--- src/rtl/uart_program_loader_if.sv ---
// rtl/uart_program_loader_if.sv - UART receive and instruction-memory write signals of the program loader
//
// Signal names carry the loader's point of view (_i into the loader, _o out of it).
//   rx_received_i  one-cycle pulse: rx_data_i holds a received byte
//   rx_data_i      received byte
//   mem_we_o       one-cycle word write strobe
//   mem_addr_o     word address
//   mem_wdata_o    write data
// master: the loader. slave: the UART engine / instruction memory side.
interface uart_program_loader_if #(
  parameter int ADDR_WIDTH = 12
);
  logic                  rx_received_i;
  logic [7:0]            rx_data_i;
  logic                  mem_we_o;
  logic [ADDR_WIDTH-1:0] mem_addr_o;
  logic [31:0]           mem_wdata_o;

  modport master (
    input  rx_received_i, rx_data_i,
    output mem_we_o, mem_addr_o, mem_wdata_o
  );

  modport slave (
    output rx_received_i, rx_data_i,
    input  mem_we_o, mem_addr_o, mem_wdata_o
  );
endinterface

--- src/rtl/uart_program_loader.sv ---
// rtl/uart_program_loader.sv - assembles UART bytes into 32-bit words and writes them to instruction memory
//
// Ports:
//   aclk, areset        clock, asynchronous active-high reset
//   programmer_mode_i   high requests a programming session
//   bus (master)        UART byte input and memory write port
//   core_rst_o          holds the CPU in reset during a session and RELEASE_CYCLES after it
//   busy_o              high outside IDLE
//   done_o              one-cycle pulse when the loader returns to IDLE
//   overflow_o          sticky per session: a word arrived after the last address was written
//   word_count_o        words written in the current/last session (saturates at 2^ADDR_WIDTH)
module uart_program_loader #(
  parameter int ADDR_WIDTH     = 12,
  parameter int TIMEOUT_CYCLES = 1_000_000,
  parameter int RELEASE_CYCLES = 16
) (
  input  logic                  aclk,
  input  logic                  areset,
  input  logic                  programmer_mode_i,
  uart_program_loader_if.master bus,
  output logic                  core_rst_o,
  output logic                  busy_o,
  output logic                  done_o,
  output logic                  overflow_o,
  output logic [ADDR_WIDTH:0]   word_count_o
);
  localparam int TW = $clog2(TIMEOUT_CYCLES);
  localparam int RW = $clog2(RELEASE_CYCLES + 1);
  localparam logic [TW-1:0] TMO_LAST = TW'(TIMEOUT_CYCLES - 1);
  localparam logic [RW-1:0] REL_LAST = RW'(RELEASE_CYCLES - 1);

  typedef enum logic [2:0] {IDLE, RECV, WRITE, FLUSH, RELEASE} state_t;

  state_t                state_q, state_d;
  logic [ADDR_WIDTH-1:0] addr_q, addr_d;
  logic [1:0]            idx_q, idx_d;
  logic [31:0]           buf_q, buf_d;
  logic [TW-1:0]         tmo_q, tmo_d;
  logic [RW-1:0]         rel_q, rel_d;
  logic [31:0]           wdata_q, wdata_d;
  logic                  we_q, we_d;
  logic                  core_rst_q, core_rst_d;
  logic                  done_q, done_d;
  logic                  overflow_q, overflow_d;
  logic [ADDR_WIDTH:0]   count_q, count_d;
  logic                  full_q, full_d;     // last address has been written this session

  logic [31:0] ins_buf;    // buffer with the incoming byte placed at idx
  logic [1:0]  ins_idx;    // idx after accepting the incoming byte (if any)
  logic        start_wr;   // entering WRITE or FLUSH this cycle
  logic [31:0] wr_word;

  always_ff @(posedge aclk or posedge areset) begin
    if (areset) begin
      state_q    <= IDLE;
      addr_q     <= '0;
      idx_q      <= '0;
      buf_q      <= '0;
      tmo_q      <= '0;
      rel_q      <= '0;
      wdata_q    <= '0;
      we_q       <= 1'b0;
      core_rst_q <= 1'b0;
      done_q     <= 1'b0;
      overflow_q <= 1'b0;
      count_q    <= '0;
      full_q     <= 1'b0;
    end else begin
      state_q    <= state_d;
      addr_q     <= addr_d;
      idx_q      <= idx_d;
      buf_q      <= buf_d;
      tmo_q      <= tmo_d;
      rel_q      <= rel_d;
      wdata_q    <= wdata_d;
      we_q       <= we_d;
      core_rst_q <= core_rst_d;
      done_q     <= done_d;
      overflow_q <= overflow_d;
      count_q    <= count_d;
      full_q     <= full_d;
    end
  end

  always_comb begin
    state_d    = state_q;
    addr_d     = addr_q;
    idx_d      = idx_q;
    buf_d      = buf_q;
    tmo_d      = tmo_q;
    rel_d      = rel_q;
    wdata_d    = wdata_q;
    we_d       = 1'b0;
    core_rst_d = core_rst_q;
    done_d     = 1'b0;
    overflow_d = overflow_q;
    count_d    = count_q;
    full_d     = full_q;
    start_wr   = 1'b0;
    wr_word    = buf_q;
    ins_buf    = buf_q;
    ins_idx    = idx_q;
    if (bus.rx_received_i) begin
      ins_buf[{idx_q, 3'b000} +: 8] = bus.rx_data_i;
      ins_idx = idx_q + 2'd1;
    end

    case (state_q)
      IDLE: begin
        if (programmer_mode_i) begin
          state_d    = RECV;
          addr_d     = '0;
          idx_d      = '0;
          buf_d      = '0;
          tmo_d      = '0;
          count_d    = '0;
          overflow_d = 1'b0;
          full_d     = 1'b0;
          core_rst_d = 1'b1;
        end
      end

      RECV: begin
        buf_d = ins_buf;
        idx_d = ins_idx;
        if (bus.rx_received_i) begin
          tmo_d = '0;
        end else if (idx_q != 2'd0) begin
          tmo_d = tmo_q + TW'(1);
        end
        if (bus.rx_received_i && idx_q == 2'd3) begin
          state_d  = WRITE;
          start_wr = 1'b1;
          wr_word  = ins_buf;
          buf_d    = '0;
          idx_d    = '0;
        end else if (!programmer_mode_i ||
                     (!bus.rx_received_i && idx_q != 2'd0 && tmo_q == TMO_LAST)) begin
          // Exit decision uses idx after any byte accepted this cycle.
          if (ins_idx != 2'd0) begin
            state_d  = FLUSH;
            start_wr = 1'b1;
            wr_word  = ins_buf;   // upper bytes are still zero from the last clear
            buf_d    = '0;
            idx_d    = '0;
            tmo_d    = '0;
          end else begin
            state_d = RELEASE;
            rel_d   = '0;
          end
        end
      end

      WRITE, FLUSH: begin
        tmo_d = '0;
        // Bookkeeping follows the strobe; a suppressed (overflow) write changes nothing.
        if (we_q) begin
          count_d = count_q + 1'b1;
          if (addr_q == '1) begin
            full_d = 1'b1;
          end else begin
            addr_d = addr_q + 1'b1;
          end
        end
        if (state_q == WRITE || programmer_mode_i) begin
          state_d = RECV;
          if (bus.rx_received_i) begin
            buf_d = {24'd0, bus.rx_data_i};
            idx_d = 2'd1;
          end
        end else begin
          state_d = RELEASE;
          rel_d   = '0;
        end
      end

      RELEASE: begin
        if (rel_q == REL_LAST) begin
          state_d    = IDLE;
          core_rst_d = 1'b0;
          done_d     = 1'b1;
        end else begin
          rel_d = rel_q + RW'(1);
        end
      end

      default: state_d = IDLE;
    endcase

    if (start_wr) begin
      wdata_d    = wr_word;
      we_d       = !full_q;
      overflow_d = overflow_q | full_q;
    end
  end

  assign bus.mem_we_o    = we_q;
  assign bus.mem_addr_o  = addr_q;
  assign bus.mem_wdata_o = wdata_q;
  assign core_rst_o      = core_rst_q;
  assign busy_o          = (state_q != IDLE);
  assign done_o          = done_q;
  assign overflow_o      = overflow_q;
  assign word_count_o    = count_q;
endmodule

--- src/flat_wrapper.sv ---
// flat-port wrapper written by rule: the top's interface ports become plain ports
module uart_program_loader_flat 
#(
  parameter int ADDR_WIDTH     = 12,
  parameter int TIMEOUT_CYCLES = 1_000_000,
  parameter int RELEASE_CYCLES = 16
)
  (aclk, areset, programmer_mode_i, core_rst_o, busy_o, done_o, overflow_o, word_count_o, bus_rx_received_i, bus_rx_data_i, bus_mem_we_o, bus_mem_addr_o, bus_mem_wdata_o);
  uart_program_loader_if #(.ADDR_WIDTH(ADDR_WIDTH)) bus_i ();
  input  logic aclk;
  input  logic areset;
  input  logic programmer_mode_i;
  output logic core_rst_o;
  output logic busy_o;
  output logic done_o;
  output logic overflow_o;
  output logic [ADDR_WIDTH:0] word_count_o;
  input wire logic [$bits(bus_i.rx_received_i)-1:0] bus_rx_received_i;
  input wire logic [$bits(bus_i.rx_data_i)-1:0] bus_rx_data_i;
  output wire logic [$bits(bus_i.mem_we_o)-1:0] bus_mem_we_o;
  output wire logic [$bits(bus_i.mem_addr_o)-1:0] bus_mem_addr_o;
  output wire logic [$bits(bus_i.mem_wdata_o)-1:0] bus_mem_wdata_o;
  assign bus_i.rx_received_i = bus_rx_received_i;
  assign bus_i.rx_data_i = bus_rx_data_i;
  assign bus_mem_we_o = bus_i.mem_we_o;
  assign bus_mem_addr_o = bus_i.mem_addr_o;
  assign bus_mem_wdata_o = bus_i.mem_wdata_o;
  uart_program_loader #(.ADDR_WIDTH(ADDR_WIDTH), .TIMEOUT_CYCLES(TIMEOUT_CYCLES), .RELEASE_CYCLES(RELEASE_CYCLES)) u_core (.aclk(aclk), .areset(areset), .programmer_mode_i(programmer_mode_i), .bus(bus_i), .core_rst_o(core_rst_o), .busy_o(busy_o), .done_o(done_o), .overflow_o(overflow_o), .word_count_o(word_count_o));
endmodule
--- config.mk ---
export PLATFORM = sky130hd
export DESIGN_NAME = uart_program_loader_flat
export DESIGN_NICKNAME = d
export VERILOG_FILES = /design/src/rtl/uart_program_loader_if.sv /design/src/rtl/uart_program_loader.sv /design/src/flat_wrapper.sv
export SDC_FILE = /design/constraint.sdc
export NUM_CORES = 1
export LEC_CHECK = 0
export BUFFER_PORTS_ARGS = -buffer_cell sky130_fd_sc_hd__buf_4
export CAP_MARGIN = 10
export CELL_PAD_IN_SITES_DETAIL_PLACEMENT = 1
export CELL_PAD_IN_SITES_GLOBAL_PLACEMENT = 2
export CORE_ASPECT_RATIO = 0.8
export CORE_MARGIN = 2
export CORE_UTILIZATION = 25
export DETAILED_ROUTE_END_ITERATION = 12
export PLACE_DENSITY = 0.57
export SLEW_MARGIN = 20
export SYNTH_ARGS = -nofsm -noshare
export SYNTH_HDL_FRONTEND = slang
export SYNTH_SLANG_ARGS = --single-unit
--- constraint.sdc ---
create_clock -name aclk -period 4.9 [get_ports aclk]
set_clock_uncertainty 0.1 [all_clocks]
set_input_delay 0.98 -clock aclk [delete_from_list [all_inputs] [get_ports aclk]]
set_output_delay 0.98 -clock aclk [all_outputs]
set_load 0.1 [all_outputs]
# Yosys cells after proc, flatten, opt, wreduce, memory -nomap -nowiden

Index checks and enable logic that the tools add are counted.

Register bits after elaboration: 124

Muxes and demuxes: 64
$add $sub $neg: 6
Bitwise logic cells: 1
Equality and inequality tests: 21
Shift-type cells: 2
Reductions and logical operators: 28

Operator list:

| kind                                                                    | count |
|---|---|
| 32-bit 2-to-1 mux                                                       | 11 |
| 20-bit 2-to-1 mux                                                       | 6 |
| 32-bit case mux with 3 select lines                                     | 1 |
| 20-bit case mux with 3 select lines                                     | 1 |
| 12-bit 2-to-1 mux                                                       | 3 |
| 32-bit bitwise mux                                                      | 1 |
| 8-bit by 7-bit variable shift with 32-bit output (first input constant) | 1 |
| 8-bit by 7-bit indexed part select with 32-bit output                   | 1 |
| 13-bit 2-to-1 mux                                                       | 2 |
| 13-bit case mux with 2 select lines                                     | 1 |
| 5-bit 2-to-1 mux                                                        | 5 |
| 12-bit case mux with 2 select lines                                     | 1 |
| 20-bit by 1-bit adder with 20-bit output (second input constant)        | 1 |
| 20-bit == test (second input constant)                                  | 1 |
| 3-bit 2-to-1 mux                                                        | 6 |
| 5-bit case mux with 3 select lines                                      | 1 |
| 1-bit 2-to-1 mux                                                        | 14 |
| 2-bit 2-to-1 mux                                                        | 7 |
| 2-bit inequality test (second input constant)                           | 7 |
| 13-bit by 1-bit adder with 13-bit output (second input constant)        | 1 |
| 12-bit by 1-bit adder with 12-bit output (second input constant)        | 1 |
| 12-bit == test (second input constant)                                  | 1 |
| 3-bit case mux with 4 select lines                                      | 1 |
| 4-bit AND reduction                                                     | 3 |
| 23 further kinds                                                        | 44 |

# Logic depth before layout (Yosys ltp)

Word-level depth: 9
Mapped depth: 10

# Worst setup path after synthesis

OpenSTA, ideal clock, no wires.

Kind: input-to-reg
Start point: input port programmer_mode_i
End point: register u_core.count_q[7], in the netlist u_core.word_count_o[7]
Arrival: 2,551 ps
Stages: 6
Path slack: 2,175 ps
Path through: buf_4 > or4b_2 > a211oi_1 > nand4_1 > xor2_1 > nor2_1

Cells in the longest elaborated chain, start to end: 2

RTL lines:

| item                                   | RTL line                  | text |
|---|---|---|
| from (decl)                            | flat_wrapper.sv:12        | `input logic programmer_mode_i;` |
| 2-bit inequality test (no source line) | -                         |  |
| 3-bit AND reduction (no source line)   | -                         |  |
| to (signal assigned)                   | uart_program_loader.sv:80 | `count_q <= count_d;` |
| to (decl)                              | uart_program_loader.sv:45 | `logic [ADDR_WIDTH:0] count_q, count_d;` |

No other way between the ends.
A chain may end at the register's enable or synchronous reset.

# Final worst setup path

Start point: register u_core.idx_q[0]
End point: register u_core.wdata_q[27], in the netlist u_core.bus.mem_wdata_o[27]

Cells in the longest elaborated chain, start to end: 8
Elaborated cells on any way between the ends: 22
Those cells by class: add/sub: 2; eq/ne: 1; shift: 2; mux: 11; reduce/logical: 6

RTL lines:

| item                                                                                                                      | RTL line                   | text |
|---|---|---|
| from (decl)                                                                                                               | uart_program_loader.sv:36  | `logic [1:0] idx_q, idx_d;` |
| from (signal assigned)                                                                                                    | uart_program_loader.sv:71  | `idx_q <= idx_d;` |
| 5-bit negation with 7-bit output                                                                                          | uart_program_loader.sv:104 | `ins_buf[{idx_q, 3'b000} +: 8] = bus.rx_data_i;` |
| 8-bit by 7-bit indexed part select with 32-bit output or 8-bit by 7-bit variable shift with 32-bit output (tied branches) | uart_program_loader.sv:104 |  |
| 32-bit bitwise mux                                                                                                        | uart_program_loader.sv:104 |  |
| 32-bit 2-to-1 mux                                                                                                         | uart_program_loader.sv:103 | `if (bus.rx_received_i) begin` |
| 32-bit 2-to-1 mux                                                                                                         | uart_program_loader.sv:140 | `if (ins_idx != 2'd0) begin` |
| 32-bit 2-to-1 mux                                                                                                         | uart_program_loader.sv:137 | `end else if (!programmer_mode_i \|\|` |
| 32-bit 2-to-1 mux                                                                                                         | uart_program_loader.sv:131 | `if (bus.rx_received_i && idx_q == 2'd3) begin` |
| 32-bit 2-to-1 mux                                                                                                         | uart_program_loader.sv:108 | `case (state_q)` |
| to (signal assigned)                                                                                                      | uart_program_loader.sv:75  | `wdata_q <= wdata_d;` |
| to (decl)                                                                                                                 | uart_program_loader.sv:40  | `logic [31:0] wdata_q, wdata_d;` |

Several ways; a longest one is shown, not always the timed one.

==> results by group <==
STA
  – Endpoints failing hold: 0
  – Min cycle time layout: ~3.3 ns
  – Final number of setup-violating endpoints: 0
  – Final TNS setup: 0 ns
  – Slew HR: a little under two fifths
  – Number of pins exceeding their max-slew limit in the final report: 0
  – Max Clock Freq: 303 MHz
  – Worst-margin pin slew: about 0.93 ns
  – Fin crit share: 67.4%
  – Unrepaired setup endpoints after global routing: false

Floorplanning
  – Effective utilization at floorplan: between 20% and 30%
  – Count of standard-cell rows: 50
  – DIE HEIGHT: roughly 140 um
  – Floorplan Core Area: 0.0235 sq mm
  – Boundary pin count: 74
  – Die span in x: 177 um
  – Die footprint: roughly 0.025 sq mm

Setup path
  – Number of cells on the critical path: 7
  – Slowest stage cell on the critical path: sky130_fd_sc_hd__o211a_2
  – Crit Reg-Reg Startpoint: u_core.idx_q[0]
  – Critical path cell sequence: inv_1 -> ha_1 -> nand3b_1 -> o211a_2 -> and2_1 -> buf_4 -> mux2_2
  – CP required: a little over 5 ns
  – Worst stage delay on the critical path: approximately 0.76 ns
  – Top Family by Delay on Critical Path: compound AO/OA/AOI/OAI gates
  – Worst path arrival time: approximately 3.5 ns
  – Slack of the worst reg-to-reg path: roughly 1.6 ns
  – Worst-path maximum fanout: 35
  – Setup crit start kind: flop
  – Cell count of the worst reg-to-reg path: 7
  – CP Capture Type: flop
  – Worst Path Class, Setup: flop to flop
  – Capture point of the worst reg-to-reg path: u_core.bus.mem_wdata_o[27]
  – Buffer and inverter count on the worst path: 2

Drt
  – Total wirelength of the detailed-routed design: around 18 mm
  – Number of iterations in the first detailed-routing pass: 4
  – Vias: slightly below 5,000
  – Number of DRC markers after the initial detailed-route iteration: roughly 240
  – Number of vias per cell after detailed routing: ~4.9
  – DRC Markers: 0
  – Routed length per instance: about 19 um
  – Count of nets left with antenna violations after detail routing: 0

Clock tree
  – Clock root cell: sky130_fd_sc_hd__clkbuf_16
  – Clock Sinks: 124
  – Count of hold-fix buffers inserted at cts: 0
  – H-tree Lvls: 4
  – TritonCTS clock tree: yes
  – Number of buffers inserted during clock tree synthesis: 17
  – Resized Gates After CTS: 0
  – Clock latency on the worst-skew pair: 0.42 ns
  – Post-CTS Repair Setup Buffers: 0
  – Buffer depth of the longest clock path: 2
  – Clk slew on worst S/H paths: around 0.06 ns

Cells and area
  – Nets: between 600 and 700
  – Share of the core filled with cells in the final layout: roughly a third
  – Number of antenna diodes: 0
  – Share of post-route cells with drive strength above 1: 19.6%
  – Finished layout cell area: around 0.0075 sq mm
  – Synthesis-to-layout area growth: 24.2%

Min path
  – Min-Delay Path Class: flop to flop
  – Depth of the worst hold-timing path: 1
  – Hold path startpoint: u_core.full_q
  – End point of the most critical hold path: u_core.bus.mem_we_o

Synth
  – Synthesized area divided by synthesized cell count: 10.1 sq um
  – Number of warnings issued by yosys: 0
  – Post-synthesis instance area: around 0.0060 sq mm
  – Gate Count Post-Synth: 596
  – Fraction of the yosys area taken by sequential cells: roughly half
  – Number of enable flip-flop cells after synthesis: 0
  – Post-synth ARST share: between 90% and 100%
  – Number of distinct library cell variants in the gate-level netlist after synthesis: 65
  – Number of nets produced by synthesis: 618
  – Top flip-flop cell by instance count after synthesis: sky130_fd_sc_hd__dfrtp_1
  – Number of synthesized register bits: between 100 and 150

Global route
  – Total overflow reported by the global router: 0
  – Total global routing track utilization: 15.4%
  – Global-route wire length before repair: around 30 mm
  – Largest net degree at the start of global routing: between 60 and 70
  – Initial antenna violation count: 0
  – Via count of the first global-routing pass: about 5,300

Outcome
  – Status: completed

Pwr
  – Leakage power summed over all cells: around 3.2 nW
  – Power per Cell Area: about 660 mW/mm^2
  – Maximum ir drop on the vdd rail: roughly 0.00054 V
  – Post-layout power: between 4 and 5 mW

Placed design
  – Input/output buffers: between 70 and 80
  – Placer Congestion: slightly below 0.8
  – Post-detailed-placement cell area: 0.00686 sq mm
  – Estimated wirelength of the detail-placed design: around 12 mm

Flow run
  – Max-cap violations: 0
-- synthesized netlist by cell type (all sizes together), types with 5 or more instances --
cell / number / area (sq um)
dfrtp: 124 / 3100
a21oi: 76 / 380
nor2: 61 / 229
nand2: 44 / 165
a22oi: 24 / 180
xnor2: 22 / 193
a22o: 17 / 149
inv: 17 / 63.8
nand3: 17 / 85.1
clkbuf: 15 / 56.3
buf: 14 / 82.6
nor3: 14 / 70.1
o21ai: 13 / 72.6
or3: 12 / 75.1
xor2: 12 / 105
nor2b: 11 / 68.8
ha: 10 / 125
and3: 9 / 56.3
nand4: 8 / 50.1
o22ai: 7 / 57.6
nor3b: 6 / 55.1
and4: 5 / 43.8
-- worst reg2reg max path, stage by stage, from the launching register on --
cell and delay (ns):
sky130_fd_sc_hd__dfrtp_1 0.51, sky130_fd_sc_hd__inv_1 0.21, sky130_fd_sc_hd__ha_1 0.43, sky130_fd_sc_hd__nand3b_1 0.18, sky130_fd_sc_hd__o211a_2 0.76, sky130_fd_sc_hd__and2_1 0.24, sky130_fd_sc_hd__buf_4 0.38, sky130_fd_sc_hd__mux2_2 0.39
-- cell families (layout without fill, tap and decap cells) --
family	after synthesis	after routing	synth area share [%]
and+or+nand+nor	210	210	18.4
adders and majority gates	10	10	2.09
muxes	7	7	1.31
buffers and inverters	46	127	3.38
AOI/OAI and AO/OA	165	165	18.2
xor gates and xnor gates	34	34	4.96
DFF	124	124	51.7
-- report_power, final --
group / switching [mW] / internal, mW
Clock: 0.519 / 0.759
Combinational: 1.74 / 0.489
Sequential: 0.171 / 1.23
-- state kept, by name, indices dropped and copies added, names as in the netlist --
signal,count
u_core.buf_q,32
u_core.bus.mem_addr_o,12
u_core.bus.mem_wdata_o,32
u_core.bus.mem_we_o,1
u_core.core_rst_o,1
u_core.done_o,1
u_core.full_q,1
u_core.idx_q,2
u_core.overflow_o,1
u_core.rel_q,5
u_core.state_q,3
u_core.tmo_q,20
u_core.word_count_o,13
-- placed cells by master, fill, tap and decap left out, drive strengths merged, types with 4 or more instances in the layout --
cell and count:
a21oi 76, a22o 17, a22oi 24, a31oi 4, and3 9, and4 5, buf 79, clkbuf 17
clkinv 4, dfrtp 124, ha 10, inv 23, mux2 4, nand2 44, nand3 17, nand4 8
nor2 61, nor2b 11, nor3 14, nor3b 6, nor4 4, o21ai 13, o22ai 7, or3 12
xnor2 22, xor2 12
-- per-stage QoR --
step	setup WS (ns)	instances	hold WS, ns
finish	1.60	989	0.365
floorplan	0.521	596	0.326
CTS	1.37	989	0.375
detailed placement	1.38	958	0.358
global placement	1.44	958	0.357
global route	1.45	989	0.396
-- worst max path at each step --
stage	start	to
6_report	u_core.idx_q[0]	u_core.bus.mem_wdata_o[27]
2_1_floorplan	areset	u_core.buf_q[0]
5_1_grt	u_core.idx_q[0]	u_core.bus.mem_wdata_o[27]
4_1_cts	u_core.idx_q[0]	u_core.bus.mem_wdata_o[27]
3_5_place_dp	bus_rx_received_i	u_core.bus.mem_wdata_o[27]
3_3_place_gp	bus_rx_received_i	u_core.bus.mem_wdata_o[27]
-- area by class of cell --
type | instances | area, sq um
Timing Repair Buffer | 79 | 606
Inverter | 17 | 66.3
Sequential cell | 124 | 3100
Multi-Input combinational cell | 426 | 2700
Tap cell | 312 | 390
Clock inverter | 14 | 161
Fill cell | 2652 | 16000
Clock buffer | 17 | 425
-- routing by layer --
metal  routed length [um]  GRT usage (%)
met1                 9360           22.1
met4                  233           4.18
met2                 8200           23.1
met3                  685           3.61
met5                    0              0
Note: power is estimated with default switching activity, not from simulation.
